<file path="src/rtl/mux_demux_pkg.sv">
// Shared types and constants for the nibble-bus demultiplexer.
`timescale 1ns/1ps
package mux_demux_pkg;

    typedef enum logic [1:0] {
        ST_HUNT = 2'd0,
        ST_HI   = 2'd1,
        ST_LO   = 2'd2
    } state_e;

    localparam logic [1:0] PH_HI   = 2'b10;
    localparam logic [1:0] PH_LO   = 2'b01;
    localparam logic [1:0] PH_IDLE = 2'b00;
    localparam logic [1:0] PH_BAD  = 2'b11;

    function automatic logic [7:0] sat_inc8(input logic [7:0] x);
        return (x == 8'hFF) ? x : x + 8'd1;
    endfunction

endpackage

</file>
<file path="src/rtl/frame_filter.sv">
// Stability filter: publishes a frame only after STABLE_FRAMES identical
// completions. Compiled only when MUX_DEMUX_STABLE_EN is defined.
`timescale 1ns/1ps
`ifdef MUX_DEMUX_STABLE_EN
module frame_filter #(
    parameter int STABLE_FRAMES = 3
) (
    input  logic       clk,
    input  logic       reset,
    input  logic [7:0] candidate,
    input  logic       frame_done,
    input  logic       clear,
    output logic [7:0] value,
    output logic       valid
);

    localparam int              CNT_W   = 4;
    localparam logic [CNT_W-1:0] CNT_MAX = CNT_W'(STABLE_FRAMES);

    logic [CNT_W-1:0] cnt_q, cnt_d;
    logic [7:0]       prev_q, prev_d;
    logic [7:0]       value_q, value_d;
    logic             valid_q, valid_d;

    always_comb begin
        cnt_d   = cnt_q;
        prev_d  = prev_q;
        value_d = value_q;
        valid_d = 1'b0;
        if (clear) begin
            cnt_d = '0;
        end else if (frame_done) begin
            // A zero count means no previous candidate is trustworthy.
            if (cnt_q != '0 && candidate == prev_q)
                cnt_d = (cnt_q >= CNT_MAX) ? CNT_MAX : cnt_q + 1'b1;
            else
                cnt_d = {{(CNT_W-1){1'b0}}, 1'b1};
            prev_d = candidate;
            if (cnt_d >= CNT_MAX && candidate != value_q) begin
                value_d = candidate;
                valid_d = 1'b1;
            end
        end
    end

    always_ff @(posedge clk or negedge reset) begin
        if (!reset) begin
            cnt_q   <= '0;
            prev_q  <= '0;
            value_q <= '0;
            valid_q <= 1'b0;
        end else begin
            cnt_q   <= cnt_d;
            prev_q  <= prev_d;
            value_q <= value_d;
            valid_q <= valid_d;
        end
    end

    assign value = value_q;
    assign valid = valid_q;

endmodule
`endif

</file>
<file path="src/rtl/mux_demux.sv">
// Reassembles bytes from a phased nibble bus. Define MUX_DEMUX_STABLE_EN to
// route completed frames through the frame_filter stability stage.
`timescale 1ns/1ps
module mux_demux
    import mux_demux_pkg::*;
#(
    parameter int STABLE_FRAMES = 3
) (
    input  logic       clk,
    input  logic       reset,
    input  logic [3:0] s,
    input  logic [1:0] enable,
    output logic [7:0] value,
    output logic       valid,
    output logic       seq_err,
    output logic [7:0] err_count
);

    if (STABLE_FRAMES < 1 || STABLE_FRAMES > 15) begin : g_bad_param
        $error("mux_demux: STABLE_FRAMES must be in 1..15");
    end

    state_e     state_q, state_d;
    logic [3:0] hi_q, hi_d;
    logic [3:0] lo_q, lo_d;
    logic       seq_err_q, seq_err_d;
    logic [7:0] err_count_q, err_count_d;
    logic       frame_done;

    // NOTE: state registers use non-blocking assignments so every flop
    // samples pre-edge values, independent of process ordering.
    always_ff @(posedge clk or negedge reset) begin
        if (!reset) begin
            state_q     <= ST_HUNT;
            hi_q        <= '0;
            lo_q        <= '0;
            seq_err_q   <= 1'b0;
            err_count_q <= '0;
        end else begin
            state_q     <= state_d;
            hi_q        <= hi_d;
            lo_q        <= lo_d;
            seq_err_q   <= seq_err_d;
            err_count_q <= err_count_d;
        end
    end

    // NOTE: every combinational output gets a default first so no path
    // leaves it unassigned and infers a latch.
    always_comb begin
        state_d = state_q;
        if (enable == PH_BAD) begin
            state_d = ST_HUNT;
        end else begin
            unique case (state_q)
                ST_HUNT: if (enable == PH_HI) state_d = ST_HI;
                ST_HI:   if (enable == PH_LO) state_d = ST_LO;
                ST_LO:   if (enable == PH_HI) state_d = ST_HI;
                default: state_d = ST_HUNT;
            endcase
        end
    end

    always_comb begin
        hi_d        = hi_q;
        lo_d        = lo_q;
        frame_done  = 1'b0;
        seq_err_d   = 1'b0;
        err_count_d = err_count_q;
        unique case (enable)
            PH_HI: begin
                // A high phase after a low phase closes the frame and opens the next.
                frame_done = (state_q == ST_LO);
                hi_d       = s;
            end
            PH_LO: begin
                if (state_q != ST_HUNT) lo_d = s;
            end
            PH_IDLE: begin
                hi_d = hi_q;
            end
            default: begin
                hi_d        = '0;
                lo_d        = '0;
                seq_err_d   = 1'b1;
                err_count_d = sat_inc8(err_count_q);
            end
        endcase
    end

`ifdef MUX_DEMUX_STABLE_EN
    frame_filter #(
        .STABLE_FRAMES(STABLE_FRAMES)
    ) u_frame_filter (
        .clk        (clk),
        .reset      (reset),
        .candidate  ({hi_q, lo_q}),
        .frame_done (frame_done),
        .clear      (seq_err_d),
        .value      (value),
        .valid      (valid)
    );
`else
    logic [7:0] value_q, value_d;
    logic       valid_q;

    assign value_d = frame_done ? {hi_q, lo_q} : value_q;

    always_ff @(posedge clk or negedge reset) begin
        if (!reset) begin
            value_q <= '0;
            valid_q <= 1'b0;
        end else begin
            value_q <= value_d;
            valid_q <= frame_done;
        end
    end

    assign value = value_q;
    assign valid = valid_q;
`endif

    assign seq_err   = seq_err_q;
    assign err_count = err_count_q;

endmodule

</file>
<file path="config.mk">
export PLATFORM = sky130hd
export DESIGN_NAME = mux_demux
export DESIGN_NICKNAME = d
export VERILOG_FILES = /design/src/rtl/mux_demux_pkg.sv /design/src/rtl/frame_filter.sv /design/src/rtl/mux_demux.sv
export SDC_FILE = /design/constraint.sdc
export NUM_CORES = 1
export LEC_CHECK = 0
export CORE_ASPECT_RATIO = 1.25
export CORE_MARGIN = 1
export CORE_UTILIZATION = 44
export CTS_CLUSTER_SIZE = 10
export DETAILED_ROUTE_END_ITERATION = 12
export GPL_ROUTABILITY_DRIVEN = 0
export PLACE_DENSITY = 0.83
export SLEW_MARGIN = 30
export SYNTH_ARGS = -nofsm -noshare
export SYNTH_HDL_FRONTEND = slang
export SYNTH_SLANG_ARGS = --single-unit
</file>
<file path="constraint.sdc">
create_clock -name clk -period 1.35 [get_ports clk]
set_input_delay 0.27 -clock clk [delete_from_list [all_inputs] [get_ports clk]]
set_output_delay 0.27 -clock clk [all_outputs]
set_load 0.05 [all_outputs]
</file>
==> results.sh, run 1 <==
export IMPL_status="finished, final reports clean"
export IMPL_vias_per_cell=5.583
export IMPL_cts_root_buf="clkbuf_4"
export IMPL_ir_drop_mv=1.846
export IMPL_fin_crit_ns=1.332
export IMPL_drive_gt1_frac=0.5510
export IMPL_dp_slack_ns=-0.4797
export IMPL_fin_cells=180
export IMPL_cts_made_buffers=3
export IMPL_antenna_found_initial=0
export IMPL_drt_iter0_markers=22
export IMPL_synth_seq_cells=28
export IMPL_die_area_um2=2915
export IMPL_vias=1005
export IMPL_synth_distinct_cells=31
export IMPL_htreeDepth=1
export IMPL_clkLatencyLatePin_ns=0.33
export IMPL_cp_required_ns=1.08
export IMPL_grt_pass1_vias=1037
export IMPL_holdCritPathClass="in2async"
export IMPL_antenna_left=0
export IMPL_wl_met2_mm=1.808
export IMPL_synth_area_um2=1189
export IMPL_fin_crit_sh=0.9864
export IMPL_hold_ws_ns=0.2712
export IMPL_dp_hpwl_mm=1.994
export IMPL_die_w_um=48.49
export IMPL_met3_length_um=145
export IMPL_final_cell_mix="dfrtp_1, buf_12, buf_4, mux2_2, dfrtp_2"
export IMPL_worstSetupEndpointType="primary output"
export IMPL_num_io_pins=26
export IMPL_setup_violations=0
export IMPL_synthCells=95
export IMPL_finalHoldViolCount=0
export IMPL_wl_per_cell_um=18.63
export IMPL_rows=20
export IMPL_grt_setup_unrepaired="yes"
export IMPL_drt_met1_wl_mm=1.313
export IMPL_place_area_um2=1817
export IMPL_die_y_um=60.11
export IMPL_worst_path_max_fanout=3
export IMPL_cts_sinks=28
export IMPL_tritoncts="done"
export IMPL_p_leak_nw=0.9002
export IMPL_dp_cells=166
export IMPL_num_nets_final=157
export IMPL_arrival_ns=1.06
export IMPL_finalWorstSetupSlack_ns=0.01840
export IMPL_num_antenna_cells=0
export IMPL_gr_total_overflow=0
export IMPL_wl_mm=3.353
export IMPL_clockBufferDepth=2
export IMPL_crit_type="reg2out"
export IMPL_drt_pass1_iterations=4
export IMPL_ys_seq_area_frac=0.5895
export IMPL_relSlewSlack=0.7471
export IMPL_core_area_um2=2502
export IMPL_port_buffer_count=25
export IMPL_grt_first_pass_wirelength_mm=5.078
export IMPL_fmax_mhz=751.0
export IMPL_synthArstFlopShare=1.000
export IMPL_clk_pin_slew_ns=0.15
export IMPL_fin_skew_ns=0.01065
export IMPL_tightest_slew_ns=0.3771
export IMPL_syn_num_nets=104
export IMPL_slew_viol_final=0
export IMPL_drcViolationCount=0
export IMPL_synthToLayoutAreaGrowth_pct=66.95
export IMPL_finalInstanceArea_um2=1984
export IMPL_avgSynthCellArea_um2=12.51
export IMPL_reg2reg_depth=5
export IMPL_cap_viol_max_count=0
export IMPL_mostFrequentLayoutCell="dfrtp_1"
export IMPL_grt_max_degree=29
export IMPL_top_layer="met4"
export IMPL_synth_edf_count=0
export IMPL_startpoint_type="flip-flop"
export IMPL_grt_usage=0.2380
export IMPL_synthFlopType="dfrtp_1"
export IMPL_initial_core_util=0.4750
export IMPL_powerDensity_nw_per_um2=1776
export IMPL_ys_warn_count=0
[stage by stage]
| stage | power, mW | util | setup TNS (ns) |
|---|---|---|---|
| 2_1_floorplan | 1.988 | - | -0.2480 |
| 6_report | 3.525 | 0.7930 | 0 |
| 3_5_place_dp | 2.911 | 0.7260 | -7.926 |
| 3_3_place_gp | 2.856 | 0.7260 | -6.061 |
| 5_1_grt | 3.659 | 0.7930 | -0.05779 |
| 4_1_cts | 3.423 | 0.7715 | -0.0008406 |
[flip-flops by register name, indices dropped and copies added (netlist names)]
signal	count
err_count	8
hi_q	4
lo_q	4
seq_err	1
state_q	2
valid	1
value	8
[per-layer routing]
metal / track usage / up-vias
li1: - / 436
met1: 0.2681 / 517
met2: 0.4547 / 44
met3: 0.03308 / 8
met4: 0.1008 / 0
met5: 0 / -
[layout make-up]
type	instances	area (um^2)
sequential	28	710.7
timing repair buffer	49	639.4
multi-input combinational	60	534.3
fill	133	518.0
tap	33	41.29
clock buffer	4	36.28
inverter	6	22.52
[worst paths after layout]
check                           slack [ns]                startpoint                        to
max in group asynchronous             0.92                     reset  err_count[4]$_DFFE_PN0P_
min in group clk                      0.42                 enable[0]       hi_q[2]$_DFFE_PN0N_
worst min-delay path                  0.27                     reset  err_count[3]$_DFFE_PN0P_
worst max register to register        0.02  err_count[1]$_DFFE_PN0P_  err_count[1]$_DFFE_PN0P_
worst min register to register        0.51       hi_q[2]$_DFFE_PN0N_      value[6]$_DFFE_PN0P_
worst max-delay path                  0.02  err_count[1]$_DFFE_PN0P_              err_count[1]
[power breakdown]
part           leakage (nW)  switching (mW)  internal, mW  total (mW)
logic                 0.523           0.917         0.977        1.89
clock network        0.0210           0.242         0.165       0.407
registers             0.356           0.206          1.02        1.22
total                 0.900            1.37          2.16        3.53
[critical path, stage by stage, from the launching register on]
cell and delay, ns:
dfrtp_2 0.47, buf_6 0.13, buf_12 0.13
[kinds of logic after synthesis]
logic type      count (synthesis)  synth area share
mux                            12            0.1221
fa+ha+maj                       1           0.01052
flops                          28            0.5895
compound gates                 14           0.07790
buf+inv                         8           0.03263
simple gates                   30            0.1526
xor+xnor                        2           0.01474
[synth_stat cells, types with 2 or more instances]
master	instances	area share
inv_1	6	0.019
xnor2_1	2	0.015
nor2_1	4	0.013
nand2_2	2	0.011
mux2_4	3	0.038
o22ai_1	2	0.011
a22o_1	4	0.029
mux2_2	8	0.076
nand3_1	5	0.021
o21ai_0	2	0.0084
dfrtp_1	28	0.59
nand2_1	5	0.016
nand2b_1	3	0.016
a21oi_1	4	0.017
[timing repair]
action | in CTS | in global routing
pin swaps | 0 | 2
resized for setup | 10 | 6
setup endpoints to repair | 16 | 12
hold buffers | 0 | 0
cloned | 1 | 0
endpoints found under the hold margin | 0 | 0
setup buffers | 6 | 4
Note: power is estimated with default switching activity, not from simulation.
==> inputs of run 2 (changes only) <==
--- a/config.mk
+++ b/config.mk
@@ -6,12 +6,13 @@
 export NUM_CORES = 1
 export LEC_CHECK = 0
 export CORE_ASPECT_RATIO = 1.25
-export CORE_MARGIN = 1
+export CORE_MARGIN = 2
 export CORE_UTILIZATION = 44
 export CTS_CLUSTER_SIZE = 10
 export DETAILED_ROUTE_END_ITERATION = 12
 export GPL_ROUTABILITY_DRIVEN = 0
 export PLACE_DENSITY = 0.83
+export REMOVE_ABC_BUFFERS = 1
 export SLEW_MARGIN = 30
 export SYNTH_ARGS = -nofsm -noshare
 export SYNTH_HDL_FRONTEND = slang
==> run 2 against run 1 <==
Against the previous run: critical path type is now in2reg; total power fell by 1.1%; critical path depth up 2; sequential share of layout area is 0.79 points lower; routed wire length down 20%; clock skew shrank 0.0019 ns; the flow now finishes with violations (setup timing); sequential power is 6% lower; worst setup slack got worse by 0.035 ns.
==> results.sh, run 2 (synthesis gave the netlist of run 1 again) <==
export IMPL_drive_gt1_frac=0.5033
export IMPL_cap_viol_max_count=0
export IMPL_die_y_um=62.11
export IMPL_worstSetupEndpointType="flip-flop"
export IMPL_p_leak_nw=0.9196
export IMPL_clkLatencyLatePin_ns=0.31
export IMPL_clk_pin_slew_ns=0.14
export IMPL_grt_usage=0.1882
export IMPL_p_sw_frac=0.3693
export IMPL_status="finished, violations left"
export IMPL_utilization=0.7629
export IMPL_mostFrequentLayoutCell="dfrtp_1"
export IMPL_grt_first_pass_wirelength_mm=4.526
export IMPL_seq_power_share=0.330
export IMPL_initial_core_util=0.4524
export IMPL_cts_made_buffers=3
export IMPL_fin_cells=185
export IMPL_power_share_clock=0.109
export IMPL_port_buffer_count=25
export IMPL_tritoncts="done"
export IMPL_pwr_share_comb=0.561
export IMPL_grt_pass1_vias=1002
export IMPL_final_cell_mix="dfrtp_1, buf_12, buf_4, mux2_2, buf_6"
export IMPL_holdCritPathClass="in2async"
export IMPL_slowest_stage="clkdlybuf4s50_1"
export IMPL_drcViolationCount=0
export IMPL_finalHoldViolCount=0
export IMPL_powerDensity_nw_per_um2=1739
export IMPL_grt_setup_unrepaired="yes"
export IMPL_fin_setup_tns_ns=-0.03719
export IMPL_htreeDepth=1
export IMPL_failed_checks="setup timing"
export IMPL_vias=935
export IMPL_antenna_found_initial=0
export IMPL_num_antenna_cells=0
export IMPL_fin_crit_ns=1.366
export IMPL_path_cells="clkdlybuf4s50_1, nor2b_2, nor2b_4, mux2_2"
export IMPL_drt_pass1_iterations=4
export IMPL_relSlewSlack=0.7920
export IMPL_worst_path_max_fanout=5
export IMPL_die_w_um=50.49
export IMPL_core_area_um2=2628
export IMPL_fin_skew_ns=0.008796
export IMPL_fmax_mhz=731.8
export IMPL_wl_mm=2.676
export IMPL_p_switching_mw=1.288
export IMPL_cts_sinks=28
export IMPL_synthToLayoutAreaGrowth_pct=68.63
export IMPL_tightest_slew_ns=0.3106
export IMPL_internal_power_mw=2.199
export IMPL_cp_required_ns=1.55
export IMPL_num_nets_final=161
export IMPL_cts_root_buf="clkbuf_4"
export IMPL_fin_crit_sh=1.012
export IMPL_slew_viol_final=0
export IMPL_ir_drop_mv=1.342
export IMPL_startpoint_type="input port"
export IMPL_gr_total_overflow=0
export IMPL_drt_iter0_markers=5
export IMPL_antenna_left=0
export IMPL_wl_per_cell_um=14.46
export IMPL_vias_per_cell=5.054
export IMPL_arrival_ns=1.57
export IMPL_dp_cells=173
export IMPL_setup_violations=6
export IMPL_rows=21
export IMPL_grt_max_degree=29
export IMPL_total_power_mw=3.486
export IMPL_fillerInstances=165
export IMPL_finalWorstSetupSlack_ns=-0.01645
export IMPL_clockBufferDepth=2
export IMPL_die_area_um2=3136
export IMPL_dp_slack_ns=-0.4271
export IMPL_dp_hpwl_mm=1.946
export IMPL_num_io_pins=26
export IMPL_critPathMaxStageDelay_ns=0.49
export IMPL_crit_type="in2reg"
[run 2: cell types whose count changed in the layout (fill, tap and decap cells not counted), moves of 2 or more]
cell	before	now
buf_6	5	8
dlygate4sd2_1	2	0
dfrtp_1	20	27
clkdlybuf4s50_1	5	7
dfrtp_2	8	1
[run 2: worst max-delay path, delay by kind of cell]
family | cells | cell delay, ns
buffers and inverters | 1 | 0.49
and+or+nand+nor | 2 | 0.44
muxes | 1 | 0.36
[run 2: power groups by stage]
| stage | Combinational [mW] | Clock (mW) | Sequential (mW) |
|---|---|---|---|
| final | 1.96 | 0.382 | 1.15 |
| after detailed placement | 1.73 | 0 | 1.13 |
| after global routing | 2.06 | 0.458 | 1.17 |
| after global placement | 1.71 | 0 | 1.12 |
| after CTS | 1.82 | 0.402 | 1.14 |
| after floorplan | 0.254 | 0 | 1.64 |
[run 2: stage by stage]
stage               instance area (um^2)  hold slack (ns)
finish                              2004           0.3045
global route                        2004           0.2776
global placement                    1815           0.4819
detailed placement                  1815           0.4901
CTS                                 1928           0.3021
floorplan                           1172         -0.02559
[run 2: metal layers]
metal | vias to the layer above | share of wire | wire length [um] | GRT usage
met5 | - | 0 | 0 | 0
met4 | 0 | 0.0086 | 23 | 0.06757
met3 | 4 | 0.037 | 100 | 0.02644
met2 | 29 | 0.56 | 1511 | 0.3372
met1 | 460 | 0.39 | 1041 | 0.2246
li1 | 442 | - | - | -
[run 2: timing repair]
action	in CTS	in global routing
gates cloned	1	0
gates resized for setup	9	11
setup buffers	3	4
endpoints found under the setup margin	16	18
pin swaps	2	4
hold buffers	0	0
[run 2: path summary, 6_finish.rpt]
path | end | slack [ns] | cells after the start | startpoint
worst min-delay path | value[7]$_DFFE_PN0P_ | 0.30 | 2 | reset
worst max-delay path | value[3]$_DFFE_PN0P_ | -0.02 | 4 | enable[0]
min in group clk | value[4]$_DFFE_PN0P_ | 0.52 | 1 | hi_q[0]$_DFFE_PN0N_
max in group asynchronous | err_count[2]$_DFFE_PN0P_ | 0.88 | 2 | reset
worst max register to register | err_count[1]$_DFFE_PN0P_ | 0.03 | 5 | err_count[0]$_DFFE_PN0P_
worst min register to register | value[4]$_DFFE_PN0P_ | 0.52 | 1 | hi_q[0]$_DFFE_PN0N_
[run 2: area by class of cell]
class / count / area [um^2] / area share
flip-flops and latches: 28 / 701.9 / 0.3502
repair buffers: 53 / 683.2 / 0.3408
multi-input cells: 60 / 518.0 / 0.2584
well taps: 34 / 42.54 / 0.02122
clock buffers: 4 / 36.28 / 0.01810
inverters: 6 / 22.52 / 0.01124
==> inputs of run 3 (changes only) <==
--- a/config.mk
+++ b/config.mk
@@ -13,7 +13,8 @@
 export GPL_ROUTABILITY_DRIVEN = 0
 export PLACE_DENSITY = 0.83
 export REMOVE_ABC_BUFFERS = 1
-export SLEW_MARGIN = 30
+export SLEW_MARGIN = 10
 export SYNTH_ARGS = -nofsm -noshare
 export SYNTH_HDL_FRONTEND = slang
 export SYNTH_SLANG_ARGS = --single-unit
+export TNS_END_PERCENT = 1
==> run 3 against run 2 <==
Against the previous run: the run still ends with setup timing left; largest power group unchanged; sequential share of layout area rose by 0.20 points; via count rose by 0.43%; die area did not move; global-route usage fell by 0.60 points; clock-buffer cell count did not move; worst hold slack got worse by 0.0033 ns; final cell count fell by 1.6%; critical endpoint is now err_count[7]$_DFFE_PN0P_; largest cell class unchanged; maximum frequency rose by 0.43%.
==> results.sh, run 3 (synthesis gave the netlist of run 1 again) <==
export IMPL_status="finished, violations left"
export IMPL_failed_checks="setup timing"
export IMPL_die_w_um=50.49
export IMPL_initial_core_util=0.4524
export IMPL_place_area_um2=1815
export IMPL_num_antenna_cells=0
export IMPL_clk_pin_slew_ns=0.14
export IMPL_worst_path_max_fanout=4
export IMPL_die_area_um2=3136
export IMPL_path_cells="clkdlybuf4s50_1, buf_4, nand2_2, nor2_4, nand3_2, mux2_4"
export IMPL_vias=939
export IMPL_fin_skew_ns=0.008756
export IMPL_powerDensity_nw_per_um2=1734
export IMPL_vias_per_cell=5.159
export IMPL_crit_type="in2reg"
export IMPL_grt_max_degree=29
export IMPL_cap_viol_max_count=0
export IMPL_fin_crit_ns=1.361
export IMPL_wl_per_cell_um=14.85
export IMPL_die_y_um=62.11
export IMPL_core_area_um2=2628
export IMPL_grt_usage=0.1821
export IMPL_tritoncts="done"
export IMPL_drive_gt1_frac=0.4865
export IMPL_grt_first_pass_wirelength_mm=4.395
export IMPL_num_nets_final=158
export IMPL_grt_setup_unrepaired="yes"
export IMPL_htreeDepth=1
export IMPL_fmax_mhz=735.0
export IMPL_grt_pass1_vias=984
export IMPL_fin_crit_sh=1.008
export IMPL_cts_sinks=28
export IMPL_startpoint_type="input port"
export IMPL_dp_hpwl_mm=1.946
export IMPL_synthToLayoutAreaGrowth_pct=67.37
export IMPL_holdCritPathClass="in2async"
export IMPL_gr_total_overflow=0
export IMPL_drt_pass1_iterations=4
export IMPL_fin_cells=182
export IMPL_cts_made_buffers=3
export IMPL_final_cell_mix="dfrtp_1, buf_12, buf_4, mux2_2, buf_6"
export IMPL_arrival_ns=1.57
export IMPL_finalHoldViolCount=0
export IMPL_cp_required_ns=1.56
export IMPL_relSlewSlack=0.7896
export IMPL_finalWorstSetupSlack_ns=-0.01058
export IMPL_critPathMaxStageDelay_ns=0.49
export IMPL_antenna_left=0
export IMPL_antenna_found_initial=0
export IMPL_num_io_pins=26
export IMPL_utilization=0.7571
export IMPL_worstSetupEndpointType="flip-flop"
export IMPL_dp_slack_ns=-0.4271
export IMPL_drcViolationCount=0
export IMPL_ir_drop_mv=1.354
export IMPL_port_buffer_count=25
export IMPL_clockBufferDepth=2
export IMPL_total_power_mw=3.449
export IMPL_dp_cells=173
export IMPL_rows=21
export IMPL_p_leak_nw=0.9132
export IMPL_slew_viol_final=0
export IMPL_wl_mm=2.702
export IMPL_cts_root_buf="clkbuf_4"
export IMPL_mostFrequentLayoutCell="dfrtp_1"
export IMPL_slowest_stage="clkdlybuf4s50_1"
export IMPL_setup_violations=1
export IMPL_clkLatencyLatePin_ns=0.31
export IMPL_drt_iter0_markers=17
export IMPL_tightest_slew_ns=0.3142
export IMPL_finalInstanceArea_um2=1989
-- run 3: cell count changes in the layout (fill, tap and decap cells not counted) --
cell,previous run,this run
dfrtp_1,27,28
dfrtp_2,1,0
nand2b_2,1,0
buf_4,19,16
nor2b_4,2,3
clkdlybuf4s50_1,7,6
nor2b_2,1,0
dlygate4sd2_1,0,1
nand2b_4,1,2
-- run 3: cell type report --
| class | instances | area (um^2) |
|---|---|---|
| multi-input cells | 60 | 528.0 |
| flip-flops and latches | 28 | 700.7 |
| well taps | 34 | 42.54 |
| fillers | 165 | 638.1 |
| inverters | 6 | 22.52 |
| clock buffers | 4 | 36.28 |
| repair buffers | 50 | 659.4 |
-- run 3: through the flow --
step / TNS (ns) / hold WS (ns)
after floorplan: -1.883 / -0.02559
after global placement: -5.293 / 0.4819
after detailed placement: -6.564 / 0.4901
after CTS: -0.07899 / 0.3021
after global routing: -0.1191 / 0.2791
final: -0.01058 / 0.3013
-- run 3: path summary, 6_finish.rpt --
kind | startpoint | endpoint | slack [ns] | cells past startpoint
max | enable[1] | err_count[7]$_DFFE_PN0P_ | -0.01 | 6
min | reset | hi_q[3]$_DFFE_PN0N_ | 0.30 | 2
max reg2reg | err_count[1]$_DFFE_PN0P_ | err_count[1]$_DFFE_PN0P_ | 0.03 | 5
min reg2reg | hi_q[0]$_DFFE_PN0N_ | value[4]$_DFFE_PN0P_ | 0.52 | 1
max in group asynchronous | reset | err_count[5]$_DFFE_PN0P_ | 0.89 | 2
min in group clk | hi_q[0]$_DFFE_PN0N_ | value[4]$_DFFE_PN0P_ | 0.52 | 1
-- run 3: what timing repair did --
item,CTS,global route
pin swaps,0,3
resized for setup,5,17
hold buffers,0,0
endpoints found under the setup margin,16,18
setup buffers,0,4
cloned,0,1
hold endpoints to repair,0,0
-- run 3: worst max-delay path: cells and delay by family --
kind	cells	cell delay (ns)
multiplexers	1	0.30
AND/OR/NAND/NOR	3	0.38
buffers and inverters	2	0.62
-- run 3: power breakdown --
group	switching (mW)	internal, mW	leakage [nW]
sequential	0.148	0.999	0.365
combinational	0.912	1.00	0.527
clock	0.223	0.165	0.0210
-- run 3: layer usage --
| metal | vias to the layer above | global-route usage | share of wire |
|---|---|---|---|
| li1 | 441 | - | - |
| met2 | 26 | 0.3174 | 0.56 |
| met3 | 4 | 0.02644 | 0.034 |
| met4 | 0 | 0.06757 | 0.014 |
| met1 | 468 | 0.2246 | 0.39 |
| met5 | - | 0 | 0 |
